--- src/rtl/mem_ctrl.sv ---
// rtl/mem_ctrl.sv - byte-serial memory controller arbitrating instruction fetch and load/store traffic
//
// Purpose:
//   Single owner of the 8-bit RAM/IO port. Accepts one request at a time from
//   the instruction fetch unit (always 4 bytes) or the load/store buffer
//   (1/2/4 bytes), with the load/store buffer winning ties. Each access is
//   split into byte transfers. A one-cycle done pulse returns the assembled
//   little-endian result. A ROB flush aborts reads. Stores always complete.
//
// Ports:
//   clk, rst            clock; synchronous active-high reset
//   rdy                 global ready; low freezes every register
//   rob_clear           flush; aborts fetch/load in flight, blocks acceptance
//   io_buffer_full      IO write buffer full; holds off IO-region stores
//   mem_din/mem_dout    RAM read byte / RAM write byte
//   mem_a, mem_wr       RAM byte address, 1 = write
//   if_to_mc_*          fetch request (enable, pc)
//   mc_to_if_*          fetch done pulse and instruction word
//   lsb_to_mc_*         load/store request (enable, wr, addr, len, data)
//   mc_to_lsb_*         load/store done pulse and zero-extended load data

module mem_ctrl #(
  parameter int         ADDR_W     = 32,
  parameter logic [1:0] IO_HI_BITS = 2'b11
) (
  input  logic              clk,
  input  logic              rst,
  input  logic              rdy,
  input  logic              rob_clear,
  input  logic              io_buffer_full,
  input  logic [7:0]        mem_din,
  output logic [7:0]        mem_dout,
  output logic [ADDR_W-1:0] mem_a,
  output logic              mem_wr,
  input  logic              if_to_mc_enable,
  input  logic [ADDR_W-1:0] if_to_mc_pc,
  output logic              mc_to_if_done,
  output logic [31:0]       mc_to_if_result,
  input  logic              lsb_to_mc_enable,
  input  logic              lsb_to_mc_wr,
  input  logic [ADDR_W-1:0] lsb_to_mc_addr,
  input  logic [1:0]        lsb_to_mc_len,
  input  logic [31:0]       lsb_to_mc_data,
  output logic              mc_to_lsb_done,
  output logic [31:0]       mc_to_lsb_result
);

  typedef enum logic [1:0] {
    S_IDLE,
    S_IFETCH,
    S_LOAD,
    S_STORE
  } state_t;

  state_t            state_q, state_d;
  logic [2:0]        cnt_q, cnt_d;        // byte edges completed since acceptance
  logic [2:0]        len_q, len_d;        // access size in bytes: 1, 2 or 4
  logic [ADDR_W-1:0] base_q, base_d;
  logic [31:0]       data_q, data_d;      // latched store data
  logic [31:0]       rbuf_q, rbuf_d;      // read assembly buffer
  logic [ADDR_W-1:0] mem_a_q, mem_a_d;
  logic [7:0]        mem_dout_q, mem_dout_d;
  logic              mem_wr_q, mem_wr_d;
  logic              if_done_q, if_done_d;
  logic              lsb_done_q, lsb_done_d;
  logic [31:0]       if_result_q, if_result_d;
  logic [31:0]       lsb_result_q, lsb_result_d;

  logic [2:0]        k;
  logic              last;
  logic [31:0]       rbuf_next;
  logic [2:0]        lsb_n;
  logic              lsb_ok;
  logic              can_accept;

  always_ff @(posedge clk) begin
    if (rst) begin
      state_q      <= S_IDLE;
      cnt_q        <= '0;
      len_q        <= '0;
      base_q       <= '0;
      data_q       <= '0;
      rbuf_q       <= '0;
      mem_a_q      <= '0;
      mem_dout_q   <= '0;
      mem_wr_q     <= 1'b0;
      if_done_q    <= 1'b0;
      lsb_done_q   <= 1'b0;
      if_result_q  <= '0;
      lsb_result_q <= '0;
    end else if (rdy) begin
      state_q      <= state_d;
      cnt_q        <= cnt_d;
      len_q        <= len_d;
      base_q       <= base_d;
      data_q       <= data_d;
      rbuf_q       <= rbuf_d;
      mem_a_q      <= mem_a_d;
      mem_dout_q   <= mem_dout_d;
      mem_wr_q     <= mem_wr_d;
      if_done_q    <= if_done_d;
      lsb_done_q   <= lsb_done_d;
      if_result_q  <= if_result_d;
      lsb_result_q <= lsb_result_d;
    end
  end

  always_comb begin
    state_d      = state_q;
    cnt_d        = cnt_q;
    len_d        = len_q;
    base_d       = base_q;
    data_d       = data_q;
    rbuf_d       = rbuf_q;
    mem_a_d      = mem_a_q;
    mem_dout_d   = mem_dout_q;
    mem_wr_d     = mem_wr_q;
    if_done_d    = 1'b0;
    lsb_done_d   = 1'b0;
    if_result_d  = if_result_q;
    lsb_result_d = lsb_result_q;

    // k is the index of the edge being taken; byte k-1 arrives on mem_din now
    k    = cnt_q + 3'd1;
    last = (k == len_q);
    rbuf_next = rbuf_q;
    rbuf_next[8*cnt_q[1:0] +: 8] = mem_din;

    case (lsb_to_mc_len)
      2'd0:    lsb_n = 3'd1;
      2'd1:    lsb_n = 3'd2;
      default: lsb_n = 3'd4;
    endcase

    // IO-region stores wait while the IO write buffer is full
    lsb_ok = lsb_to_mc_enable &&
             !(lsb_to_mc_wr && (lsb_to_mc_addr[17:16] == IO_HI_BITS) && io_buffer_full);
    // The done-cycle cooldown keeps a still-high enable from being re-accepted
    can_accept = !rob_clear && !if_done_q && !lsb_done_q;

    case (state_q)
      S_IDLE: begin
        if (can_accept) begin
          if (lsb_ok) begin
            base_d  = lsb_to_mc_addr;
            len_d   = lsb_n;
            data_d  = lsb_to_mc_data;
            cnt_d   = '0;
            mem_a_d = lsb_to_mc_addr;
            if (lsb_to_mc_wr) begin
              state_d    = S_STORE;
              mem_dout_d = lsb_to_mc_data[7:0];
              mem_wr_d   = 1'b1;
            end else begin
              state_d  = S_LOAD;
              mem_wr_d = 1'b0;
              rbuf_d   = '0;
            end
          end else if (if_to_mc_enable) begin
            state_d  = S_IFETCH;
            base_d   = if_to_mc_pc;
            len_d    = 3'd4;
            cnt_d    = '0;
            mem_a_d  = if_to_mc_pc;
            mem_wr_d = 1'b0;
            rbuf_d   = '0;
          end
        end
      end

      S_IFETCH, S_LOAD: begin
        if (rob_clear) begin
          state_d = S_IDLE;
          mem_a_d = '0;
          cnt_d   = '0;
        end else begin
          rbuf_d = rbuf_next;
          cnt_d  = k;
          if (last) begin
            state_d = S_IDLE;
            mem_a_d = '0;
            cnt_d   = '0;
            if (state_q == S_IFETCH) begin
              if_done_d   = 1'b1;
              if_result_d = rbuf_next;
            end else begin
              lsb_done_d   = 1'b1;
              lsb_result_d = rbuf_next;
            end
          end else begin
            mem_a_d = base_q + ADDR_W'(k);
          end
        end
      end

      S_STORE: begin
        // A committed store ignores rob_clear and always runs to completion
        cnt_d = k;
        if (last) begin
          state_d    = S_IDLE;
          mem_wr_d   = 1'b0;
          mem_a_d    = '0;
          mem_dout_d = '0;
          cnt_d      = '0;
          lsb_done_d = 1'b1;
        end else begin
          mem_a_d    = base_q + ADDR_W'(k);
          mem_dout_d = data_q[8*k[1:0] +: 8];
        end
      end

      default: begin
        state_d = S_IDLE;
      end
    endcase
  end

  assign mem_a            = mem_a_q;
  assign mem_dout         = mem_dout_q;
  assign mem_wr           = mem_wr_q;
  assign mc_to_if_done    = if_done_q;
  assign mc_to_if_result  = if_result_q;
  assign mc_to_lsb_done   = lsb_done_q;
  assign mc_to_lsb_result = lsb_result_q;

endmodule
--- config.mk ---
export PLATFORM = sky130hd
export DESIGN_NAME = mem_ctrl
export DESIGN_NICKNAME = d
export VERILOG_FILES = /design/src/rtl/mem_ctrl.sv
export SDC_FILE = /design/constraint.sdc
export NUM_CORES = 1
export LEC_CHECK = 0
export BUFFER_PORTS_ARGS = -buffer_cell sky130_fd_sc_hd__clkbuf_2
export CAP_MARGIN = 20
export CORE_MARGIN = 10
export CORE_UTILIZATION = 58
export DETAILED_ROUTE_END_ITERATION = 7
export PLACE_DENSITY = 0.85
export SETUP_SLACK_MARGIN = 0.3
export SLEW_MARGIN = 20
export SYNTH_ARGS = -nofsm -noshare
export SYNTH_HDL_FRONTEND = slang
export SYNTH_SLANG_ARGS = --single-unit
--- constraint.sdc ---
create_clock -name clk -period 8.3 [get_ports clk]
set_input_delay 1.66 -clock clk [delete_from_list [all_inputs] [get_ports clk]]
set_output_delay 1.66 -clock clk [all_outputs]
set_load 0.03 [all_outputs]
== Yosys cells after proc, flatten, opt, wreduce, memory -nomap -nowiden ==
Cells that the tools add are included.

* Output and inout bits: 107
* Input port bits: 114
* Register bits: 211

* $add $sub $neg: 3
* Muxes and demuxes: 49
* Equality and inequality tests: 13
* Reductions and logical operators: 23
* Shift-type cells: 3
* Bitwise logic cells: 2

{| class="wikitable"
|+ Operators by type and width
! kind !! number
|-
| two-way mux 32 bit || 10
|-
| one-hot mux 32 bit (3 select lines) || 1
|-
| one-hot mux 32 bit (2 select lines) || 1
|-
| negator 5 -> 34 bit || 1
|-
| variable shift 8 x 34 -> 32 bit (first input constant) || 1
|-
| variable part select 8 x 34 -> 32 bit || 1
|-
| adder 32 x 3 -> 32 bit || 1
|-
| bitwise mux 32 bit || 1
|-
| two-way mux 8 bit || 4
|-
| variable part select 32 x 6 -> 8 bit || 1
|-
| two-way mux 3 bit || 7
|-
| AND reduction 5 bit || 4
|-
| one-hot mux 8 bit (2 select lines) || 1
|-
| two-way mux 1 bit || 14
|-
| two-way mux 2 bit || 5
|-
| inequality test 2 bit (second input constant) || 5
|-
| one-hot mux 3 bit (3 select lines) || 1
|-
| AND reduction 4 bit || 2
|-
| equality test 2 bit (second input constant) || 3
|-
| inequality test 3 bit (second input constant) || 2
|-
| one-hot mux 2 bit (3 select lines) || 1
|-
| one-hot mux 3 bit (2 select lines) || 1
|-
| AND reduction 6 bit || 1
|-
| nonzero test 2 bit || 3
|-
| other kinds (10) || 21
|}

== Longest topological paths before layout ==
* Depth in word-level cells: 8
* Gate-level depth with buffers: 10
* Depth with buffers taken out: 8

== Worst setup path after synthesis ==
No wires, ideal clock.

* Path kind: input-to-reg
* Start point: input port lsb_to_mc_addr[17]
* End point: register mem_a_q[11], in the netlist mem_a[11]
* Data required time: 8.177 ns
* Stages: 6
* Arrival: 3.176 ns
* Slack: 5.001 ns
* Cells stage by stage: and4_1 > nor2_2 > clkbuf_1 > mux2_2 > a221oi_1 > nor2_1

* Longest elaborated chain between the ends: 8
* Elaborated cells between the ends (all ways): 10
* Classes of those cells: 2 x eq/ne; 3 x mux; 5 x reduce/logical

{| class="wikitable"
|+ Ends and longest elaborated chain
! item !! RTL line !! text
|-
| start: declaration || 41 || <nowiki>input logic [ADDR_W-1:0] lsb_to_mc_addr,</nowiki>
|-
| equality test 2 bit * || 137 || <nowiki>!(lsb_to_mc_wr && (lsb_to_mc_addr[17:16] == IO_HI_BITS) && io_buffer_full);</nowiki>
|-
| logical AND 1 bit * (2 in a row) || 137 ||
|-
| zero test 1 bit * || 137 ||
|-
| logical AND 1 bit * || 136 || <nowiki>lsb_ok = lsb_to_mc_enable &&</nowiki>
|-
| two-way mux 32 bit || 144 || <nowiki>if (lsb_ok) begin</nowiki>
|-
| two-way mux 32 bit || 143 || <nowiki>if (can_accept) begin</nowiki>
|-
| one-hot mux 32 bit (3 select lines) || 141 || <nowiki>case (state_q)</nowiki>
|-
| end signal: assignment || 98 || <nowiki>mem_a_q <= mem_a_d;</nowiki>
|-
| end: declaration || 61 || <nowiki>logic [ADDR_W-1:0] mem_a_q, mem_a_d;</nowiki>
|}

Mark *: on every way between the ends. The rest lies on a longest branch, timed or not. The select of a mux whose other input is x is not followed.
A chain may end at the register's enable or synchronous reset.

== Worst setup path after layout ==
* Start point: register cnt_q[0]
* End point: register mem_a_q[31], in the netlist mem_a[31]

* Longest elaborated chain between the ends: 5
* Elaborated cells between the ends (all ways): 6
* Classes of those cells: 2 x add/sub; 1 x eq/ne; 3 x mux

{| class="wikitable"
|+ Ends and longest elaborated chain
! item !! RTL line !! text
|-
| start: declaration || 56 || <nowiki>logic [2:0] cnt_q, cnt_d;</nowiki>
|-
| start signal: assignment || 93 || <nowiki>cnt_q <= cnt_d;</nowiki>
|-
| adder 3 x 1 -> 3 bit * || 124 || <nowiki>k = cnt_q + 3'd1;</nowiki>
|-
| adder 32 x 3 -> 32 bit / equality test 3 bit (equally long branches) || 191, 207, 125 ||
|-
| two-way mux 32 bit * || 179, 199 ||
|-
| two-way mux 32 bit || 172 || <nowiki>if (rob_clear) begin</nowiki>
|-
| one-hot mux 32 bit (3 select lines) * || 141 ||
|}

Mark *: on every way between the ends. The rest lies on a longest branch, timed or not.

==> metrics.log <==
INFO  metric core_area = 16500 µm²
INFO  metric worst_slew_pin_slew = 1.02 ns
INFO  metric clk_root_buffer_cell = clkbuf_16
INFO  metric overflow = 0
INFO  metric die_height = 149 µm
INFO  metric power.density = 202 nW/µm²
INFO  metric worst-endpoint-arrival = 4.49 ns
INFO  metric clock-sinks = 211
INFO  metric finalMaxSlewViolations = 0
INFO  metric place.port_buffers = 220
INFO  metric run_status = finished, final reports clean
INFO  metric area.sequential = 4220 µm²
INFO  metric final_layout_size_suffix_gt1_share = 23.8%
INFO  metric timing.critical_path.from_type = register
INFO  metric worst_setup_hold_path_clk_slew = 0.06 ns
INFO  metric syn_area = 9670 µm²
INFO  metric worstSetupPathType = register to register
INFO  metric post-route-util = 69.5%
INFO  metric fmax = 242 MHz
INFO  metric net_count_of_the_mapped_netlist = 1251
INFO  metric cts.path.max_buffers = 3
INFO  metric detailedRoute.firstPassIterationCount = 5
INFO  metric p_int = 1.72 mW
INFO  metric yosysSeqAreaShare = 43.7%
INFO  metric setup_violations = 0
INFO  metric area_of_the_multi_input_gates = 5000 µm²
INFO  metric ctsHoldBuffers = 0
INFO  metric worst-endpoint-required = 8.65 ns
INFO  metric worst_setup_path_end_kind = register
INFO  metric synth.avg_cell_area = 8.59 µm²
INFO  metric timing_hold_violations_final = 0
INFO  metric grt_setup_unrepaired = false
INFO  metric skew = 0.0196 ns
INFO  metric fill_cells = 1307
INFO  metric power = 2.31 mW
INFO  metric p_leak = 4.30 nW
INFO  metric drt-wirelength-per-cell = 18.3 µm
INFO  metric yosys_register_bits = 211
INFO  metric postPlaceCellArea = 10700 µm²
INFO  metric tritoncts.num_buffers = 22
INFO  metric dp_hpwl = 18.8 mm
INFO  metric timing.max_slew.rel_slack = 31.4%
INFO  metric seq_power_share = 46.3%
INFO  metric syn2layout_area_growth = 18.3%
INFO  metric number_of_top_level_pins = 221
INFO  metric synth_flop_cell = dfxtp_1
INFO  metric detail_route.iter0.violations = 816
INFO  metric fin_crit_sh = 49.8%
INFO  metric post_cts_resized = 0
INFO  metric cts_tree = done
INFO  metric layout.cells.non_filler = 1519
INFO  metric ys.warnings.count = 0
INFO  metric grt_start_max_net_pins = 98
INFO  metric place.gp.congestion = 0.885
INFO  metric initial_utilization = 58.7%
INFO  metric remaining_drc_errors = 0
INFO  metric grt_pass1_wl = 44.2 mm
INFO  metric stdcell_area = 11400 µm²
INFO  metric post_synth_inst_count = 1125
INFO  metric min_period = 4.13 ns
INFO  metric gr-usage-all-layers = 23.8%
INFO  metric detail-route-antenna-nets = 0
INFO  metric grt_pass1_vias = 8724
INFO  metric ctsHtreeMaxLevel = 1
INFO  metric synth_enable_flop_cells = 0
INFO  metric post_cts_setup_driven_buffer_insertion_count = 0
INFO  metric power.switching = 591 µW
INFO  metric drt_wl_total = 27.8 mm
INFO  metric maximum_vdd_drop = 0.162 mV
INFO  metric route.detailed.vias_per_inst = 5.94
INFO  metric die_w = 149 µm
INFO  metric min_path_type = register to register
INFO  metric part_of_the_power_in_combinational_logic = 11.1%
INFO  metric highest_fanout_seen_on_the_critical_path = 16
INFO  metric die_area = 22200 µm²
INFO  metric detailroute.via_count = 9022
INFO  metric num_antenna_cells = 0
INFO  metric dpl.cell_count = 1481
INFO  metric yosys.cell_types.count = 65
INFO  metric clkLatencyLatePin = 0.52 ns
INFO  metric netSwitchingFraction = 25.6%
INFO  metric async_flop_share = 0%
INFO  metric finalSetupTns = 0 ns
INFO  metric design.final.nets = 1411
INFO  metric placement_rows = 47
INFO  metric power.share.clock = 42.6%
INFO  metric antenna_found_initial = 0
INFO  metric cap_violations = 0
[through the flow]
step	hold slack (ns)	setup slack, ns
floorplan	0.433	5.00
CTS	0.454	4.05
global route	0.466	3.82
finish	0.452	4.17
detailed placement	0.446	4.04
global placement	0.440	4.15
[layer usage]
metal / up-vias / routed length [µm] / GRT usage, %
met5: - / 0 / 0
met4: 0 / 774 / 8.34
met3: 53 / 2390 / 5.95
met2: 352 / 13600 / 40.2
met1: 4218 / 11100 / 28.7
li1: 4399 / - / -
[critical path, stage by stage, from the launching register on]
cell       delay (ns)
dfxtp_1          0.77
inv_1            0.33
ha_1             0.92
ha_1             0.29
a21oi_1          0.17
a21oi_1          0.67
a41oi_1          0.22
a2111oi_0        0.50
nor4_1           0.10
[layout make-up]
| class | count | share of cell area, % |
|---|---|---|
| flip-flops and latches | 211 | 36.9 |
| repair buffers | 229 | 10.3 |
| clock inverters | 6 | 0.820 |
| well taps | 220 | 2.41 |
| inverters | 12 | 0.394 |
| clock buffers | 32 | 5.49 |
| multi-input cells | 809 | 43.7 |
[synth_stat cells, types with 2 or more instances]
| master | n | area, µm² |
|---|---|---|
| mux4_2 | 8 | 180 |
| o2bb2ai_1 | 6 | 52.6 |
| a211oi_1 | 80 | 601 |
| nor2_1 | 141 | 529 |
| a21oi_1 | 124 | 621 |
| inv_1 | 11 | 41.3 |
| mux2_2 | 26 | 293 |
| nand3_1 | 11 | 55.1 |
| a2bb2oi_1 | 2 | 17.5 |
| o211ai_1 | 2 | 15.0 |
| nor4_1 | 6 | 37.5 |
| nor3_1 | 30 | 150 |
| a221oi_1 | 15 | 131 |
| buf_4 | 4 | 30.0 |
| buf_6 | 5 | 56.3 |
| ha_1 | 11 | 138 |
| nand2_1 | 106 | 398 |
| buf_2 | 18 | 90.1 |
| and4_1 | 9 | 78.8 |
| a32oi_1 | 2 | 17.5 |
| a31oi_1 | 2 | 12.5 |
| nand4_1 | 14 | 87.6 |
| mux2i_1 | 5 | 50.1 |
| or3_1 | 2 | 12.5 |
| xnor2_1 | 12 | 105 |
| o22ai_1 | 11 | 68.8 |
| a311oi_1 | 2 | 17.5 |
| xor2_1 | 16 | 140 |
| a22oi_1 | 16 | 120 |
| or4_1 | 34 | 255 |
| nor2b_1 | 34 | 213 |
| clkbuf_1 | 65 | 244 |
| dfxtp_1 | 211 | 4220 |
| o21ai_0 | 52 | 260 |
| a21o_1 | 2 | 15.0 |
[flip-flops by register name, summed over array words and instances, names as in the netlist]
name / cells
mem_wr: 1
cnt_q: 3
base_q: 32
mem_dout: 8
data_q: 32
mc_to_lsb_result: 32
len_q: 3
state_q: 2
mc_to_if_result: 32
rbuf_q: 32
mc_to_if_done: 1
mem_a: 32
mc_to_lsb_done: 1
[cell families after synthesis]
kind of cell,after synthesis,synth area share [%]
simple gates,401,20.3
compound gates,328,21.3
flops,211,43.7
buf+inv,105,4.85
mux,39,5.41
xor+xnor,29,2.78
fa+ha+maj,12,1.63
[cell usage in the layout (no fill, tap or decap), drive strengths merged, types with 16 or more instances in the layout]
| cell type | count |
|---|---|
| nor2b | 34 |
| dfxtp | 211 |
| or4 | 34 |
| nor3 | 32 |
| clkbuf | 251 |
| a21oi | 125 |
| a211oi | 80 |
| mux2 | 26 |
| a22oi | 16 |
| xor2 | 16 |
| nand2 | 107 |
| nor2 | 142 |
| o21ai | 52 |
[power groups by stage]
stage / sequential, mW / combinational (mW) / clock, mW
finish: 1.07 / 0.256 / 0.984
global route: 1.07 / 0.280 / 1.04
CTS: 1.07 / 0.253 / 0.997
detailed placement: 1.09 / 0.251 / 0
global placement: 1.09 / 0.247 / 0
floorplan: 1.11 / 0.149 / 0
[worst paths after layout]
kind,start,endpoint,slack (ns),depth (start not counted)
setup / recovery,cnt_q[0],mem_a[31],4.17,8
hold / removal,data_q[15],data_q[15],0.45,2
setup reg to reg,cnt_q[0],mem_a[31],4.17,8
hold reg to reg,data_q[15],data_q[15],0.45,2
No activity file was read; power rests on OpenSTA's default activity.
